**config.mk**
```make
export PLATFORM = sky130hd
export DESIGN_NAME = apb_timer_pwm_bank
export DESIGN_NICKNAME = d
export VERILOG_FILES = /design/src/rtl/periph_timer_pkg.sv /design/src/rtl/timer_pwm_channel.sv /design/src/rtl/apb_timer_pwm_bank.sv
export SDC_FILE = /design/constraint.sdc
export NUM_CORES = 2
export LEC_CHECK = 0
export BUFFER_PORTS_ARGS = -buffer_cell sky130_fd_sc_hd__buf_2
export CAP_MARGIN = 40
export CORE_MARGIN = 5
export CORE_UTILIZATION = 64
export DETAILED_ROUTE_END_ITERATION = 10
export PLACE_DENSITY = 0.8
export SLEW_MARGIN = 10
export SYNTH_ARGS = -nofsm -noshare
export SYNTH_HDL_FRONTEND = slang
export SYNTH_HIERARCHICAL = 1
export SYNTH_SLANG_ARGS = --single-unit
```
**constraint.sdc**
```tcl
create_clock -name clk_periph_100mhz -period 3.85 [get_ports clk_periph_100mhz]
set_input_delay 0.385 -clock clk_periph_100mhz [delete_from_list [all_inputs] [get_ports clk_periph_100mhz]]
set_output_delay 0.385 -clock clk_periph_100mhz [all_outputs]
set_load 0.05 [all_outputs]
```
**src/rtl/periph_timer_pkg.sv**
```systemverilog
// periph_timer_pkg: register map constants shared by the timer/PWM bank and its channels
package periph_timer_pkg;
    localparam logic [3:0]  OFF_CTRL       = 4'h0;
    localparam logic [3:0]  OFF_PERIOD     = 4'h4;
    localparam logic [3:0]  OFF_DUTY       = 4'h8;
    localparam logic [3:0]  OFF_COUNT      = 4'hC;
    localparam int          CTRL_EN        = 0;
    localparam int          CTRL_ONESHOT   = 1;
    localparam int          CTRL_POL       = 2;
    localparam logic [11:0] CH_STRIDE      = 12'h010;
    localparam logic [11:0] GLOBAL_BASE    = 12'h100;
    localparam logic [7:0]  OFF_IRQ_STATUS = 8'h00;
    localparam logic [7:0]  OFF_IRQ_EN     = 8'h04;
    localparam logic [7:0]  OFF_PRESCALE   = 8'h08;
endpackage

```
**src/rtl/timer_pwm_channel.sv**
```systemverilog
// timer_pwm_channel: one counter with shadowed period/duty, one-shot stop and PWM compare
module timer_pwm_channel
    import periph_timer_pkg::*;
#(
    parameter int CNT_W = 32
) (
    input  logic             clk_periph_100mhz,
    input  logic             rst_periph_domain_n_sync,
    input  logic             tick,
    input  logic             ctrl_we,
    input  logic             period_we,
    input  logic             duty_we,
    input  logic [31:0]      wdata,
    output logic             en,
    output logic             oneshot,
    output logic             pol,
    output logic [CNT_W-1:0] count,
    output logic [CNT_W-1:0] period,
    output logic [CNT_W-1:0] duty,
    output logic             wrap,
    output logic             match,
    output logic             pwm
);
    logic [CNT_W-1:0] act_period, act_duty, wval;
    logic             start;

    assign wval  = wdata[CNT_W-1:0];
    assign start = ctrl_we & wdata[CTRL_EN] & ~en;
    assign wrap  = en & tick & (count == act_period);

    // While disabled the active values track the shadows, so an EN rise starts from the latest writes
    always_ff @(posedge clk_periph_100mhz or negedge rst_periph_domain_n_sync) begin
        if (!rst_periph_domain_n_sync) begin
            en         <= 1'b0;
            oneshot    <= 1'b0;
            pol        <= 1'b0;
            count      <= '0;
            period     <= '0;
            duty       <= '0;
            act_period <= '0;
            act_duty   <= '0;
            match      <= 1'b0;
            pwm        <= 1'b0;
        end else begin
            match <= wrap;
            pwm   <= pol ^ (en & (count < act_duty));
            if (period_we) period <= wval;
            if (duty_we) duty <= wval;
            if (!en) begin
                act_period <= period_we ? wval : period;
                act_duty   <= duty_we ? wval : duty;
            end else if (wrap) begin
                act_period <= period;
                act_duty   <= duty;
            end
            count <= (start | wrap) ? '0 : (en & tick) ? count + 1'b1 : count;
            if (wrap & oneshot) en <= 1'b0;
            if (ctrl_we) begin
                en      <= wdata[CTRL_EN];
                oneshot <= wdata[CTRL_ONESHOT];
                pol     <= wdata[CTRL_POL];
            end
        end
    end
endmodule

```
**src/rtl/apb_timer_pwm_bank.sv**
```systemverilog
// apb_timer_pwm_bank: zero-wait APB3 bank of timer/PWM channels with shared prescaler and IRQ
module apb_timer_pwm_bank
    import periph_timer_pkg::*;
#(
    parameter int NUM_CH  = 4,
    parameter int CNT_W   = 32,
    parameter int PRESC_W = 8
) (
    input  logic              clk_periph_100mhz,
    input  logic              rst_periph_domain_n_sync,
    input  logic [11:0]       apb_paddr,
    input  logic              apb_psel,
    input  logic              apb_penable,
    input  logic              apb_pwrite,
    input  logic [31:0]       apb_pwdata,
    output logic [31:0]       apb_prdata,
    output logic              apb_pready,
    output logic              apb_pslverr,
    output logic [NUM_CH-1:0] pwm_out,
    output logic [NUM_CH-1:0] ch_match,
    output logic              irq
);
    logic              access, in_glb, in_ch, ch_hit, g_hit, err, ch_we, g_we, any_en, tick;
    logic [3:0]        ch, off;
    logic [7:0]        g_off;
    logic [31:0]       rd;
    logic [NUM_CH-1:0] en, oneshot, pol, wrap, irq_status, irq_en, w1c;
    logic [CNT_W-1:0]  count [NUM_CH];
    logic [CNT_W-1:0]  period [NUM_CH];
    logic [CNT_W-1:0]  duty [NUM_CH];
    logic [PRESC_W-1:0] prescale, presc_cnt;

    assign access = apb_psel & apb_penable;
    assign ch     = apb_paddr[7:4];
    assign off    = apb_paddr[3:0];
    assign g_off  = apb_paddr[7:0];
    assign in_glb = apb_paddr[11:8] == GLOBAL_BASE[11:8];
    assign in_ch  = apb_paddr[11:8] == 4'h0;
    assign ch_hit = in_ch & (int'(ch) < NUM_CH) & (off[1:0] == 2'b00);
    assign g_hit  = in_glb & (g_off == OFF_IRQ_STATUS | g_off == OFF_IRQ_EN | g_off == OFF_PRESCALE);
    assign err    = access & (~(ch_hit | g_hit) | (ch_hit & apb_pwrite & off == OFF_COUNT));
    assign ch_we  = access & apb_pwrite & ~err & ch_hit;
    assign g_we   = access & apb_pwrite & ~err & g_hit;
    assign w1c    = (g_we && g_off == OFF_IRQ_STATUS) ? apb_pwdata[NUM_CH-1:0] : '0;
    assign any_en = |en;
    assign tick   = any_en & (presc_cnt == prescale);

    // Bus outputs are combinational, so they are forced low while reset is held
    assign apb_pready  = access & rst_periph_domain_n_sync;
    assign apb_pslverr = err & rst_periph_domain_n_sync;

    for (genvar c = 0; c < NUM_CH; c++) begin : g_ch
        logic sel;
        assign sel = ch_we && ch == 4'(c);
        timer_pwm_channel #(.CNT_W(CNT_W)) u_ch (
            .clk_periph_100mhz       (clk_periph_100mhz),
            .rst_periph_domain_n_sync(rst_periph_domain_n_sync),
            .tick                    (tick),
            .ctrl_we                 (sel && off == OFF_CTRL),
            .period_we               (sel && off == OFF_PERIOD),
            .duty_we                 (sel && off == OFF_DUTY),
            .wdata                   (apb_pwdata),
            .en                      (en[c]),
            .oneshot                 (oneshot[c]),
            .pol                     (pol[c]),
            .count                   (count[c]),
            .period                  (period[c]),
            .duty                    (duty[c]),
            .wrap                    (wrap[c]),
            .match                   (ch_match[c]),
            .pwm                     (pwm_out[c])
        );
    end

    always_comb begin
        rd = '0;
        for (int i = 0; i < NUM_CH; i++)
            if (ch == 4'(i))
                rd = off == OFF_CTRL   ? 32'({pol[i], oneshot[i], en[i]}) :
                     off == OFF_PERIOD ? 32'(period[i]) :
                     off == OFF_DUTY   ? 32'(duty[i]) : 32'(count[i]);
        if (in_glb)
            rd = g_off == OFF_IRQ_STATUS ? 32'(irq_status) :
                 g_off == OFF_IRQ_EN     ? 32'(irq_en) : 32'(prescale);
        apb_prdata = (access && !apb_pwrite && !err && rst_periph_domain_n_sync) ? rd : '0;
    end

    // A hardware wrap in the same cycle as a W1C keeps the status bit set
    always_ff @(posedge clk_periph_100mhz or negedge rst_periph_domain_n_sync) begin
        if (!rst_periph_domain_n_sync) begin
            prescale   <= '0;
            presc_cnt  <= '0;
            irq_en     <= '0;
            irq_status <= '0;
            irq        <= 1'b0;
        end else begin
            if (g_we && g_off == OFF_PRESCALE) prescale <= apb_pwdata[PRESC_W-1:0];
            if (g_we && g_off == OFF_IRQ_EN) irq_en <= apb_pwdata[NUM_CH-1:0];
            irq_status <= (irq_status & ~w1c) | wrap;
            irq        <= |(irq_status & irq_en);
            presc_cnt  <= (!any_en || tick) ? '0 : presc_cnt + 1'b1;
        end
    end
endmodule

```
==> Implementation_results.wiki <==
{| class="wikitable"
! Metric !! Value
|-
| Part of the cycle the worst path needs || 95.5%
|-
| Die outline height || 254 µm
|-
| Maximum number of pins on one net before global-route repair || 165
|-
| Highest clock frequency the design can meet || 0.272 GHz
|-
| Startpoint type of the worst setup path || register
|-
| Leakage Power || 20.8 nW
|-
| First-pass GRT wire length || 181 mm
|-
| Number of global-route vias before repair || 29,800
|-
| Path depth of the worst reg2reg path || 12
|-
| Detailed Routing Iterations Pass 1 || 8
|-
| Post-layout minimum cycle time || 3.68 ns
|-
| Routed wire length || 120 mm
|-
| Fraction of the yosys area taken by sequential cells || 45.1%
|-
| Number of sinks on the clock net || 685
|-
| Stages on worst setup path || 7
|-
| Source-to-sink clock delay at the later pin of the worst-skew pair || 0.63 ns
|-
| Worst hold slack || 0.200 ns
|-
| Capturing point of the worst reg2reg path || g_ch[1].u_ch/act_duty[1]
|-
| Via count || 30,500
|-
| GR Util met3 || 9.46%
|-
| Count of buffers from port buffering || 91
|-
| Net total in the final layout || 3,956
|-
| Commonest cells after routing, fill and taps aside || sky130_fd_sc_hd__dfrtp_1 (681), sky130_fd_sc_hd__nor2_1 (517), sky130_fd_sc_hd__a21oi_1 (397)
|-
| P per Cell Area || 456 nW/µm²
|-
| Peak supply drop || 0.000660 V
|-
| Critical path class || register to output pin
|-
| Post-synthesis sequential element count || 685
|-
| Die outline width || 254 µm
|-
| Post-Synthesis Cell Area || 38,000 µm²
|-
| Per-instance average area after synthesis || 10.2 µm²
|-
| Routed wirelength normalized by instance count || 26.0 µm
|-
| Endpoint of the most critical setup path || apb_prdata[0]
|-
| Global route hottest layer || met2
|-
| Met1 global-route usage || 48.6%
|-
| Worst setup path startpoint || g_ch[0].u_ch/en
|-
| Leading register cell type out of synthesis || sky130_fd_sc_hd__dfrtp_1
|-
| GPL Wtd Cong || 0.993
|-
| Cell type group with the largest total delay on the critical path || buffers and inverters
|-
| Standard-cell rows || 89
|-
| Layout cells sized above 1 || 16.6%
|-
| Result of the run || completed
|-
| Slowest cell on the critical path || sky130_fd_sc_hd__buf_4
|-
| Ports placed on the boundary || 92
|-
| Remaining antenna violation count || 0
|-
| Global router's overall resource usage || 36.8%
|-
| Setup slack, reg-to-reg || 0.44 ns
|-
| Worst reg2reg path startpoint || presc_cnt[1]
|-
| CTS HTree Levels || 3
|-
| Overall die area || 64,400 µm²
|-
| Min-Delay Path Depth || 3
|-
| Commonest non-fill, non-tap cell in the layout || sky130_fd_sc_hd__dfrtp_1
|-
| Worst-path cell chain || buf_4, mux2i_1, a221oi_1, o32ai_1, a31oi_1, buf_4, buf_2
|-
| Total setup buffers inserted after CTS || 0
|-
| Setup crit end kind || output pin
|-
| DPL Wire Length || 82.1 mm
|-
| Unrepaired setup endpoints after global routing || no
|-
| Residual DRC || 0
|-
| Hold Violations, Final || 0
|-
| Number of antenna violations at the first check in global routing || 12
|-
| Cells after synthesis || 3,737
|-
| Sum of negative setup slack || 0 ns
|-
| DR vias/cell || 6.62
|-
| Leftover overflow at the end of global routing || 0
|-
| Layout Area Growth over Synthesis || 10.8%
|-
| Arrival time of data at the critical path endpoint || 3.29 ns
|-
| Met2 routing resource usage after global routing || 55.3%
|-
| Number of design-rule violations left by the first detailed-router iteration || 3,539
|-
| Maxcap violations || 0
|-
| Register cell area after layout || 17,200 µm²
|-
| # setup viols final || 0
|-
| Required @ worst endpoint || 3.46 ns
|-
| FFs w/ async S/R, synth || 100%
|-
| Synthesized netlist net count || 3,915
|-
| Total power draw || 19.2 mW
|-
| Min-delay worst type || input pin to register
|-
| Clock tree from TritonCTS || built
|-
| Max-slew violation count || 0
|-
| Number of distinct library cells after synthesis || 67
|-
| Crit-path max cell delay || 0.66 ns
|-
| Filler instances || 4,295
|-
| Yosys warning count || 6
|-
| Critical path fanouts, max || 79
|-
| Placeable core region || 58,900 µm²
|-
| Number of flops mapped to enable cells by yosys || 0
|-
| Area occupied by multi-input gates || 19,300 µm²
|-
| CP most frequent cell || sky130_fd_sc_hd__buf_4
|-
| Initial cell density of the core || 64.5%
|-
| Maximum buffer depth of the clock tree || 3
|-
| Slew of the pin with the lowest slew margin || 1.03 ns
|-
| TritonCTS buffer count || 74
|-
| Rel. slew slack || 31.2%
|-
| Number of buffer and inverter stages on the critical path || 3
|-
| Root Buffer Master || sky130_fd_sc_hd__clkbuf_16
|-
| CTS clk-pin slew, worst paths || 0.06 ns
|-
| Setup Skew || 0.0292 ns
|}
==> cell families (layout without fill, tap and decap cells) <==
group / after synthesis / after routing / share of synthesized area (%)
other: 0 / 5 / 0
flip-flops: 685 / 685 / 45.1
XOR/XNOR: 270 / 270 / 6.22
AO/OA/AOI/OAI: 692 / 692 / 11.2
multiplexers: 560 / 560 / 15.7
AND/OR/NAND/NOR: 1034 / 1034 / 13.2
buffers and inverters: 367 / 462 / 4.34
adder cells (fa/ha/maj): 129 / 129 / 4.25
==> tightest hold or removal path, cell delays in order <==
cell and delay [ns]:
sky130_fd_sc_hd__buf_2 0.21, sky130_fd_sc_hd__nand2_1 0.10, sky130_fd_sc_hd__a21o_1 0.10
==> cells in the mapped netlist (41+ instances only) <==
cell type	instances	area share (%)
sky130_fd_sc_hd__o21ai_0	60	0.79
sky130_fd_sc_hd__nand4_1	63	1.0
sky130_fd_sc_hd__inv_1	137	1.4
sky130_fd_sc_hd__xnor2_1	57	1.3
sky130_fd_sc_hd__or3_1	41	0.67
sky130_fd_sc_hd__ha_1	129	4.2
sky130_fd_sc_hd__xor2_1	213	4.9
sky130_fd_sc_hd__nor4_1	44	0.72
sky130_fd_sc_hd__dfrtp_1	685	45
sky130_fd_sc_hd__nor2_1	527	5.2
sky130_fd_sc_hd__nand3_1	82	1.1
sky130_fd_sc_hd__clkbuf_1	138	1.4
sky130_fd_sc_hd__a221o_1	48	1.3
sky130_fd_sc_hd__nand2_1	114	1.1
sky130_fd_sc_hd__mux2_2	264	7.8
sky130_fd_sc_hd__a21oi_1	397	5.2
sky130_fd_sc_hd__mux2i_1	284	7.5
sky130_fd_sc_hd__nor3_1	56	0.74
==> cell type report <==
class | instances | area share (%)
diodes | 5 | 0.0297
clock buffers | 116 | 5.43
clock inverters | 14 | 0.327
inverters | 137 | 1.22
multi-input cells | 2685 | 45.9
flip-flops and latches | 685 | 40.7
well taps | 773 | 2.30
repair buffers | 195 | 4.00
==> repair_timing <==
item / in CTS / in global routing
hold buffers: 1 / 0
resized for setup: 0 / 0
hold endpoints to repair: 128 / 0
==> registers in the layout, summed over array words and instances (netlist names), 8 cells and up <==
name                  cells
g_ch.u_ch/act_duty      128
g_ch.u_ch/act_period    128
g_ch.u_ch/count         128
g_ch.u_ch/duty          128
g_ch.u_ch/period        128
presc_cnt                 8
prescale                  8
==> through the flow <==
stage / worst slack [ns] / utilization [%] / cell area (µm²) / instances
floorplan: 0.181 / - / 38000 / 3737
global placement: 0.346 / 67.1 / 39600 / 4468
finish: 0.174 / 71.5 / 42100 / 4610
detailed placement: 0.338 / 67.3 / 39700 / 4473
CTS: 0.257 / 71.4 / 42100 / 4604
global route: 0.0803 / 71.5 / 42100 / 4607
==> per-layer routing <==
layer,up-vias,routed length [µm]
li1,13400,-
met1,14900,45500
met2,1733,53000
met3,454,12800
met4,6,8580
met5,-,37
==> where the power goes <==
part	switching [mW]	leakage [nW]	internal [mW]
clock network	2.93	1.19	4.20
registers	0.174	9.51	7.32
logic	2.91	10.1	1.68
==> worst min-delay path by stage <==
stage | startpoint | to | slack [ns]
after CTS | apb_pwdata[3] | irq_status[3] | 0.17
final | apb_pwdata[3] | irq_status[3] | 0.20
after floorplan | rst_periph_domain_n_sync | g_ch[0].u_ch/act_duty[0] | 0.09
after global placement | irq_status[0] | irq_status[0] | 0.50
after detailed placement | rst_periph_domain_n_sync | g_ch[2].u_ch/period[29] | 0.47
after global routing | apb_pwdata[0] | g_ch[0].u_ch/en | 0.21
No activity file was read; power rests on OpenSTA's default activity.
